<file path="src/rtl/fifod2mac_arb.sv">
// fifod2mac_arb: round-robin arbiter that streams one of NCH FIFO sources to the UDP/MAC
// transmitter. A granted channel's data_len words are read, delayed by the FIFO read latency
// and forwarded on udp_txd, then fd is raised to that channel until it drops fs.
// Optional build macro: FIFOD2MAC_IFG_EN adds an idle GAP state of IFG_CYCLES after each frame.
module fifod2mac_arb #(
  parameter int NCH        = 4,
  parameter int DATA_W     = 8,
  parameter int LEN_W      = 12,
  parameter int RD_LAT     = 1,
  parameter int IFG_CYCLES = 12,
  localparam int CH_W      = (NCH > 1) ? $clog2(NCH) : 1
) (
  input  logic                  clk,
  input  logic                  rst_n,
  input  logic [NCH-1:0]        fs,
  output logic [NCH-1:0]        fd,
  input  logic [NCH*LEN_W-1:0]  data_len,
  output logic [NCH-1:0]        fifod_rxen,
  input  logic [NCH*DATA_W-1:0] fifod_rxd,
  output logic                  udp_txen,
  output logic [DATA_W-1:0]     udp_txd,
  output logic [CH_W-1:0]       udp_tx_ch,
  input  logic                  flag_udp_tx_prep,
  output logic                  flag_udp_tx_req,
  output logic [3:0]            state_out
);

  typedef enum logic [3:0] {
    StIdle   = 4'd0,
    StMacReq = 4'd1,
    StWork   = 4'd2,
    StDrain  = 4'd3,
`ifdef FIFOD2MAC_IFG_EN
    StLast   = 4'd4,
    StGap    = 4'd5
`else
    StLast   = 4'd4
`endif
  } state_t;

  localparam logic [NCH-1:0] One = 1;

  state_t            state_q;
  logic [CH_W-1:0]   ch_q;
  logic [CH_W-1:0]   ptr_q;
  logic [LEN_W-1:0]  len_q;
  logic [LEN_W-1:0]  rd_cnt_q;
  logic [RD_LAT-1:0] vld_q;
  logic [RD_LAT-1:0] vld_d;
  logic [RD_LAT:0]   vld_ext;
  logic              rxen_act;
  logic              gnt_found;
  logic [CH_W-1:0]   gnt_idx;
  logic [CH_W-1:0]   ptr_next;
  logic [LEN_W-1:0]  gnt_len;

`ifdef FIFOD2MAC_IFG_EN
  // IFG_CYCLES of zero still spends one cycle in GAP
  localparam int GapLen = (IFG_CYCLES == 0) ? 1 : IFG_CYCLES;
  logic [15:0] gap_q;
`endif

  // Round-robin search for the first requester starting at ptr_q
  always_comb begin
    int idx;
    idx       = 0;
    gnt_found = 1'b0;
    gnt_idx   = '0;
    for (int k = 0; k < NCH; k++) begin
      idx = int'(ptr_q) + k;
      if (idx >= NCH) idx = idx - NCH;
      if (!gnt_found && fs[idx]) begin
        gnt_found = 1'b1;
        gnt_idx   = CH_W'(idx);
      end
    end
    ptr_next = (gnt_idx == CH_W'(NCH - 1)) ? '0 : gnt_idx + CH_W'(1);
    gnt_len  = data_len[gnt_idx*LEN_W +: LEN_W];
  end

  // Read-valid shift chain; its tail is the transmit strobe
  always_comb begin
    rxen_act = (state_q == StWork);
    vld_ext  = {vld_q, rxen_act};
    vld_d    = vld_ext[RD_LAT-1:0];
  end

  // Valid pipeline register
  always_ff @(posedge clk or negedge rst_n) begin
    if (!rst_n) vld_q <= '0;
    else        vld_q <= vld_d;
  end

  // Main FSM with latched channel, length and round-robin pointer
  always_ff @(posedge clk or negedge rst_n) begin
    if (!rst_n) begin
      state_q  <= StIdle;
      ch_q     <= '0;
      ptr_q    <= '0;
      len_q    <= '0;
      rd_cnt_q <= '0;
`ifdef FIFOD2MAC_IFG_EN
      gap_q    <= '0;
`endif
    end else begin
      unique case (state_q)
        StIdle: begin
          if (gnt_found) begin
            ch_q    <= gnt_idx;
            len_q   <= gnt_len;
            ptr_q   <= ptr_next;
            state_q <= (gnt_len == '0) ? StLast : StMacReq;
          end
        end
        StMacReq: begin
          rd_cnt_q <= '0;
          if (flag_udp_tx_prep) state_q <= StWork;
        end
        StWork: begin
          // LEN_W-wide compare keeps len = 2^LEN_W-1 legal
          if (rd_cnt_q == len_q - LEN_W'(1)) begin
            rd_cnt_q <= '0;
            state_q  <= StDrain;
          end else begin
            rd_cnt_q <= rd_cnt_q + LEN_W'(1);
          end
        end
        StDrain: begin
          if (vld_d == '0) state_q <= StLast;
        end
        StLast: begin
          if (!fs[ch_q]) begin
`ifdef FIFOD2MAC_IFG_EN
            gap_q   <= '0;
            state_q <= StGap;
`else
            state_q <= StIdle;
`endif
          end
        end
`ifdef FIFOD2MAC_IFG_EN
        StGap: begin
          if (gap_q == 16'(GapLen - 1)) state_q <= StIdle;
          else                          gap_q   <= gap_q + 16'd1;
        end
`endif
        default: state_q <= StIdle;
      endcase
    end
  end

  // Outputs decoded from registered state; they drop with the async reset
  always_comb begin
    fifod_rxen      = rxen_act ? (One << ch_q) : '0;
    fd              = (state_q == StLast) ? (One << ch_q) : '0;
    flag_udp_tx_req = (state_q == StMacReq);
    udp_txen        = vld_q[RD_LAT-1];
    udp_txd         = udp_txen ? fifod_rxd[ch_q*DATA_W +: DATA_W] : '0;
    udp_tx_ch       = ch_q;
    state_out       = state_q;
  end

endmodule

</file>
<file path="config.mk">
export PLATFORM = sky130hd
export DESIGN_NAME = fifod2mac_arb
export DESIGN_NICKNAME = d
export VERILOG_FILES = /design/src/rtl/fifod2mac_arb.sv
export SDC_FILE = /design/constraint.sdc
export NUM_CORES = 1
export LEC_CHECK = 0
export CAP_MARGIN = 10
export CORE_UTILIZATION = 47
export CTS_CLUSTER_SIZE = 24
export DETAILED_ROUTE_END_ITERATION = 7
export PLACE_DENSITY = 0.84
export SLEW_MARGIN = 5
export SYNTH_ARGS = -nofsm -noshare
export SYNTH_HDL_FRONTEND = slang
export SYNTH_SLANG_ARGS = --single-unit
</file>
<file path="constraint.sdc">
create_clock -name clk -period 5.3 [get_ports clk]
set_clock_uncertainty 0.15 [all_clocks]
set_input_delay 1.06 -clock clk [delete_from_list [all_inputs] [get_ports clk]]
set_output_delay 1.06 -clock clk [all_outputs]
set_load 0.02 [all_outputs]
</file>
Yosys cells after proc, flatten, opt, wreduce, memory -nomap -nowiden:

Cells that the tools add are included.

* output and inout bits: 24
* input bits: 87
* register bits: 33
* word-level logic and storage cells: 88

* add/subtract/negate cells: 10
* $lt $le $gt $ge: 9
* shifts and indexed selects: 3
* equal/unequal tests: 10
* reduce and logical (&&, ||, !) cells: 11
* mux-type cells: 38
* multiply operators: 1

Operators by type and width (count)
* $lt A32 B4 Y1 const B: 4
* $mux W32: 4
* $shiftx A48 B7 Y12: 1
* $shiftx A32 B6 Y8: 1
* $mux W4: 6
* $pmux W12 S2: 1
* $pmux W4 S5: 1
* $mux W1: 13
* $add A12 B1 Y12 const B: 1
* $eq A12 B12 Y1: 1
* $logic_not A12 Y1: 1
* $mux W12: 1
* $sub A12 B1 Y12 const B: 1
* $sub A3 B3 Y4 const B: 3
* $bmux W1 S2: 5
* $mux W2: 5
* $ge A3 B3 Y1 const B: 3
* $eq A4 B2 Y1 const B: 2
* $mux W8: 1
* $add A2 B2 Y3 const B: 2
* $ne A2 B2 Y1 const B: 3
* $eq A4 B1 Y1 const B: 1
* $eq A4 B3 Y1 const B: 1
* $logic_not A4 Y1: 1
* other kinds (15): 19

Logic depth before layout (Yosys ltp):

* depth after elaboration: 21
* mapped depth: 11

Least setup slack after synthesis:

OpenSTA, ideal clock, no wires.

* path type: in2reg
* start: input port fs[2]
* end: register state_q[2], in the netlist state_out[2]
* data arrival time: 3015 ps
* setup time: 69 ps
* stages on the path: 10
* required time: 5081 ps
* setup slack: 2066 ps
* cells stage by stage: mux2i_1 > nor2_1 > a311oi_1 > buf_2 > buf_2 > mux2i_1 > mux2i_1 > nand4b_1 > or4_1 > nand3_1

* word-level cells in the longest chain between the ends: 19

Ends and longest elaborated chain
* start, declared: line 15 `input logic [NCH-1:0] fs,`
* $bmux W1 S2: line 72 `if (!gnt_found && fs[idx]) begin`
* $mux W1 (not written as such) (2 in series): line 72
* $mux W1: line 72
* $logic_not A1 Y1: line 72
* $logic_and A1 B1 Y1: line 72
* $mux W1: line 72
* $logic_not A1 Y1: line 72
* $logic_and A1 B1 Y1: line 72
* [2 not listed]
* $logic_and A1 B1 Y1: line 72
* $mux W2: line 72
* $mul A2 B2 Y4: line 78 `gnt_len = data_len[gnt_idx*LEN_W +: LEN_W];`
* $shiftx A48 B7 Y12: line 78
* $logic_not A12 Y1: line 112 `state_q <= (gnt_len == '0) ? StLast : StMacReq;`
* $mux W3: line 112
* $mux W4: line 108 `if (gnt_found) begin`
* $pmux W4 S5: line 106 `unique case (state_q)`
* end signal, assigned: line 112
* end signal, assigned: line 117 `if (flag_udp_tx_prep) state_q <= StWork;`
* end signal, assigned: line 123 `state_q <= StDrain;`
* end, declared: line 43 `state_t state_q;`

Several ways; a longest one is shown, not always the timed one. The select of a mux whose other input is x is not followed.
A chain may end at the register's enable or synchronous reset.

Worst setup path after layout:

* start: input port fifod_rxd[2]
* end: output port udp_txd[2]

* word-level cells in the longest chain between the ends: 2

Ends and longest elaborated chain
* start, declared: line 19 `input logic [NCH*DATA_W-1:0] fifod_rxd,`
* $shiftx A32 B6 Y8: line 158 `udp_txd = udp_txen ? fifod_rxd[ch_q*DATA_W +: DATA_W] : '0;`
* $mux W8: line 158
* end, declared: line 21 `output logic [DATA_W-1:0] udp_txd,`

No other way between the ends.

==> summary.md <==
| Metric | Value |
|---|---|
| Status | completed |
| Cells after Synth | 284 |
| Final period utilization | 0.726 |
| Leakage | 1.56 nW |
| Total power | 1.66 mW |
| Clk slew on worst S/H paths | 0.06 ns |
| Most frequent cells in the layout | clkdlybuf4s50_1, dfrtp_1, mux2i_1 |
| Post-CTS Setup Bufs | 0 |
| H-tree depth | 2 |
| Post-synthesis register bit count | 32 |
| Io pins | 111 |
| Clock share of power | 0.116 |
| Crit-path max FO | 1 |
| Worst setup EP type | primary output |
| Max cap viols | 0 |
| Total CTS buffers | 5 |
| Antenna violations before repair | 0 |
| Worst Hold Class | reg -> reg |
| Die Y | 76.5 um |
| Yosys warns | 0 |
| Synth Flop Type | dfrtp_1 |
| Layout cell share with drive strength beyond 1 | 0.103 |
| Net Switching | 0.716 mW |
| CTS max path bufs | 2 |
| Row Count | 26 |
| Detail Route Antenna Nets | 0 |
| Rel. slew slack | 0.473 |
| Max-slew violations | 0 |
| Async set or reset register ratio after synthesis | 1.00 |
| Syn Area/Cell | 9.17 um2 |
| Worst-margin pin slew | 0.790 ns |
| Combinational group share of total power | 0.594 |
| Synthesized area | 0.00260 mm2 |
| Critical path class | in -> out |
| CTS Sinks | 32 |
| HPWL Detailed | 5620 um |
| Grt total ovfl | 0 |
| First-pass GRT wire length | 12000 um |
| CTS tree | built |
| Tmin final | 3.85 ns |
| Net switching fraction of the power | 0.431 |
| Cell taking the most area after synthesis | dfrtp_1 |
| Routed WL | 6990 um |
| Worst EP required | 4.09 ns |
| CP Launch Type | input pin |
| Die width | 76.5 um |
| Die area | 0.00584 mm2 |
| GP Congestion | 0.834 |
| Distinct cells, synth | 48 |
| Synth top area cells | dfrtp_1, mux2i_1, mux4_2 |
| Net Count, Synth | 373 |
| Drt pass-1 iters | 4 |
| Nets | 477 |
| Int Pwr | 0.947 mW |
| Clock latency on the worst-skew pair | 0.29 ns |
| Peak supply drop | 0.226 mV |
| DRC Markers | 0 |
| # hold bufs at CTS | 0 |
| Setup-failing EPs final | 0 |
| Largest net degree at the start of global routing | 33 |
| Seq/Total Area, Yosys | 0.307 |
| Total track usage | 0.257 |
| Crit path DAT | 2.64 ns |
| Final core utilization | 0.736 |
| Commonest non-fill, non-tap cell in the layout | clkdlybuf4s50_1 |
| DRT iter0 DRCs | 147 |
| Power Density | 432 mW/mm2 |
| EDFF count, synth | 0 |
| Synth top area share | 0.307 |
| RSZ-0062 raised after global routing | no |
| Core area | 0.00524 mm2 |
| Setup TNS | 0 ns |
| Starting density of the core | 0.497 |
| IO Port Bufs | 109 |
| Vias/cell | 5.55 |
| # diodes | 0 |
| Seq pwr share | 0.290 |
| Vias post-DR | 2549 |
| DR WL/cell | 15.2 um |
| Vias in the first global route | 2561 |
| Post_cts resized | 0 |
| Fmax | 260 MHz |
| Area delta synth->final | 47.9% |
| Final Hold Viols | 0 |
| Clock root cell | clkbuf_8 |
## synthesized netlist by cell type (7+ instances only)
cell,instances
dfrtp_1,32
mux2i_1,27
nand2_1,25
nor2_1,16
o21ai_0,15
a21oi_1,14
mux2_2,14
nand3_1,10
xnor2_1,10
mux4_2,9
and2_1,8
clkbuf_1,8
a31oi_1,7
inv_1,7
nand2b_1,7
or3_1,7
## critical path, stage by stage
cell             delay, ns
clkdlybuf4s50_1       0.42
mux4_2                0.46
and2_1                0.16
clkdlybuf4s50_1       0.53
## metrics by stage
stage	worst slack, ns	cell area (um2)	hold slack, ns	cells
global placement	1.46	3760	0.341	451
CTS	1.44	3850	0.365	459
finish	1.45	3850	0.355	459
detailed placement	1.40	3760	0.353	451
floorplan	2.07	2610	0.319	284
global route	1.40	3850	0.390	459
## path summary, 6_finish.rpt
path,startpoint,endpoint,slack [ns],depth (start not counted)
max,fifod_rxd[2],udp_txd[2],1.45,4
min reg2reg,len_q[11],len_q[11],0.35,2
min in group asynchronous,rst_n,rd_cnt_q[0],1.01,2
max reg2reg,len_q[0],rd_cnt_q[7],2.33,10
min,len_q[11],len_q[11],0.35,2
max in group asynchronous,rst_n,state_out[2],3.69,2
## layer usage
layer / track usage / up-vias / share of wire
li1: - / 1245 / -
met1: 0.313 / 1199 / 0.42
met2: 0.433 / 94 / 0.50
met3: 0.0683 / 11 / 0.058
met4: 0.0962 / 0 / 0.019
met5: 0 / - / 0
## registers in the layout (all words and copies together), names as in the netlist
register and count:
udp_tx_ch 2, len_q 12, udp_txen 1, rd_cnt_q 12, state_out 3, ptr_q 2
## kinds of logic (layout without fill, tap and decap cells)
logic type / count (synthesis) / count (layout) / synth area share
simple gates: 108 / 108 / 0.226
xor+xnor: 14 / 14 / 0.0471
compound gates: 54 / 54 / 0.127
buf+inv: 23 / 128 / 0.0394
mux: 50 / 50 / 0.242
fa+ha+maj: 2 / 2 / 0.00960
flops: 32 / 32 / 0.307
other cells: 1 / 1 / 0.00144
## power groups by stage
stage | Sequential [mW] | Clock (mW) | Combinational, mW
floorplan | 0.445 | 0 | 0.716
global placement | 0.482 | 0 | 0.966
detailed placement | 0.486 | 0 | 0.986
CTS | 0.482 | 0.195 | 0.992
global route | 0.505 | 0.210 | 1.08
finish | 0.482 | 0.194 | 0.988
## cell type report
type	instances	area (um2)
multi-input cells	229	1730
fillers	404	1390
repair buffers	113	1120
flip-flops and latches	32	801
clock buffers	8	90.1
well taps	70	87.6
inverters	7	26.3
No activity file was read; power rests on OpenSTA's default activity.
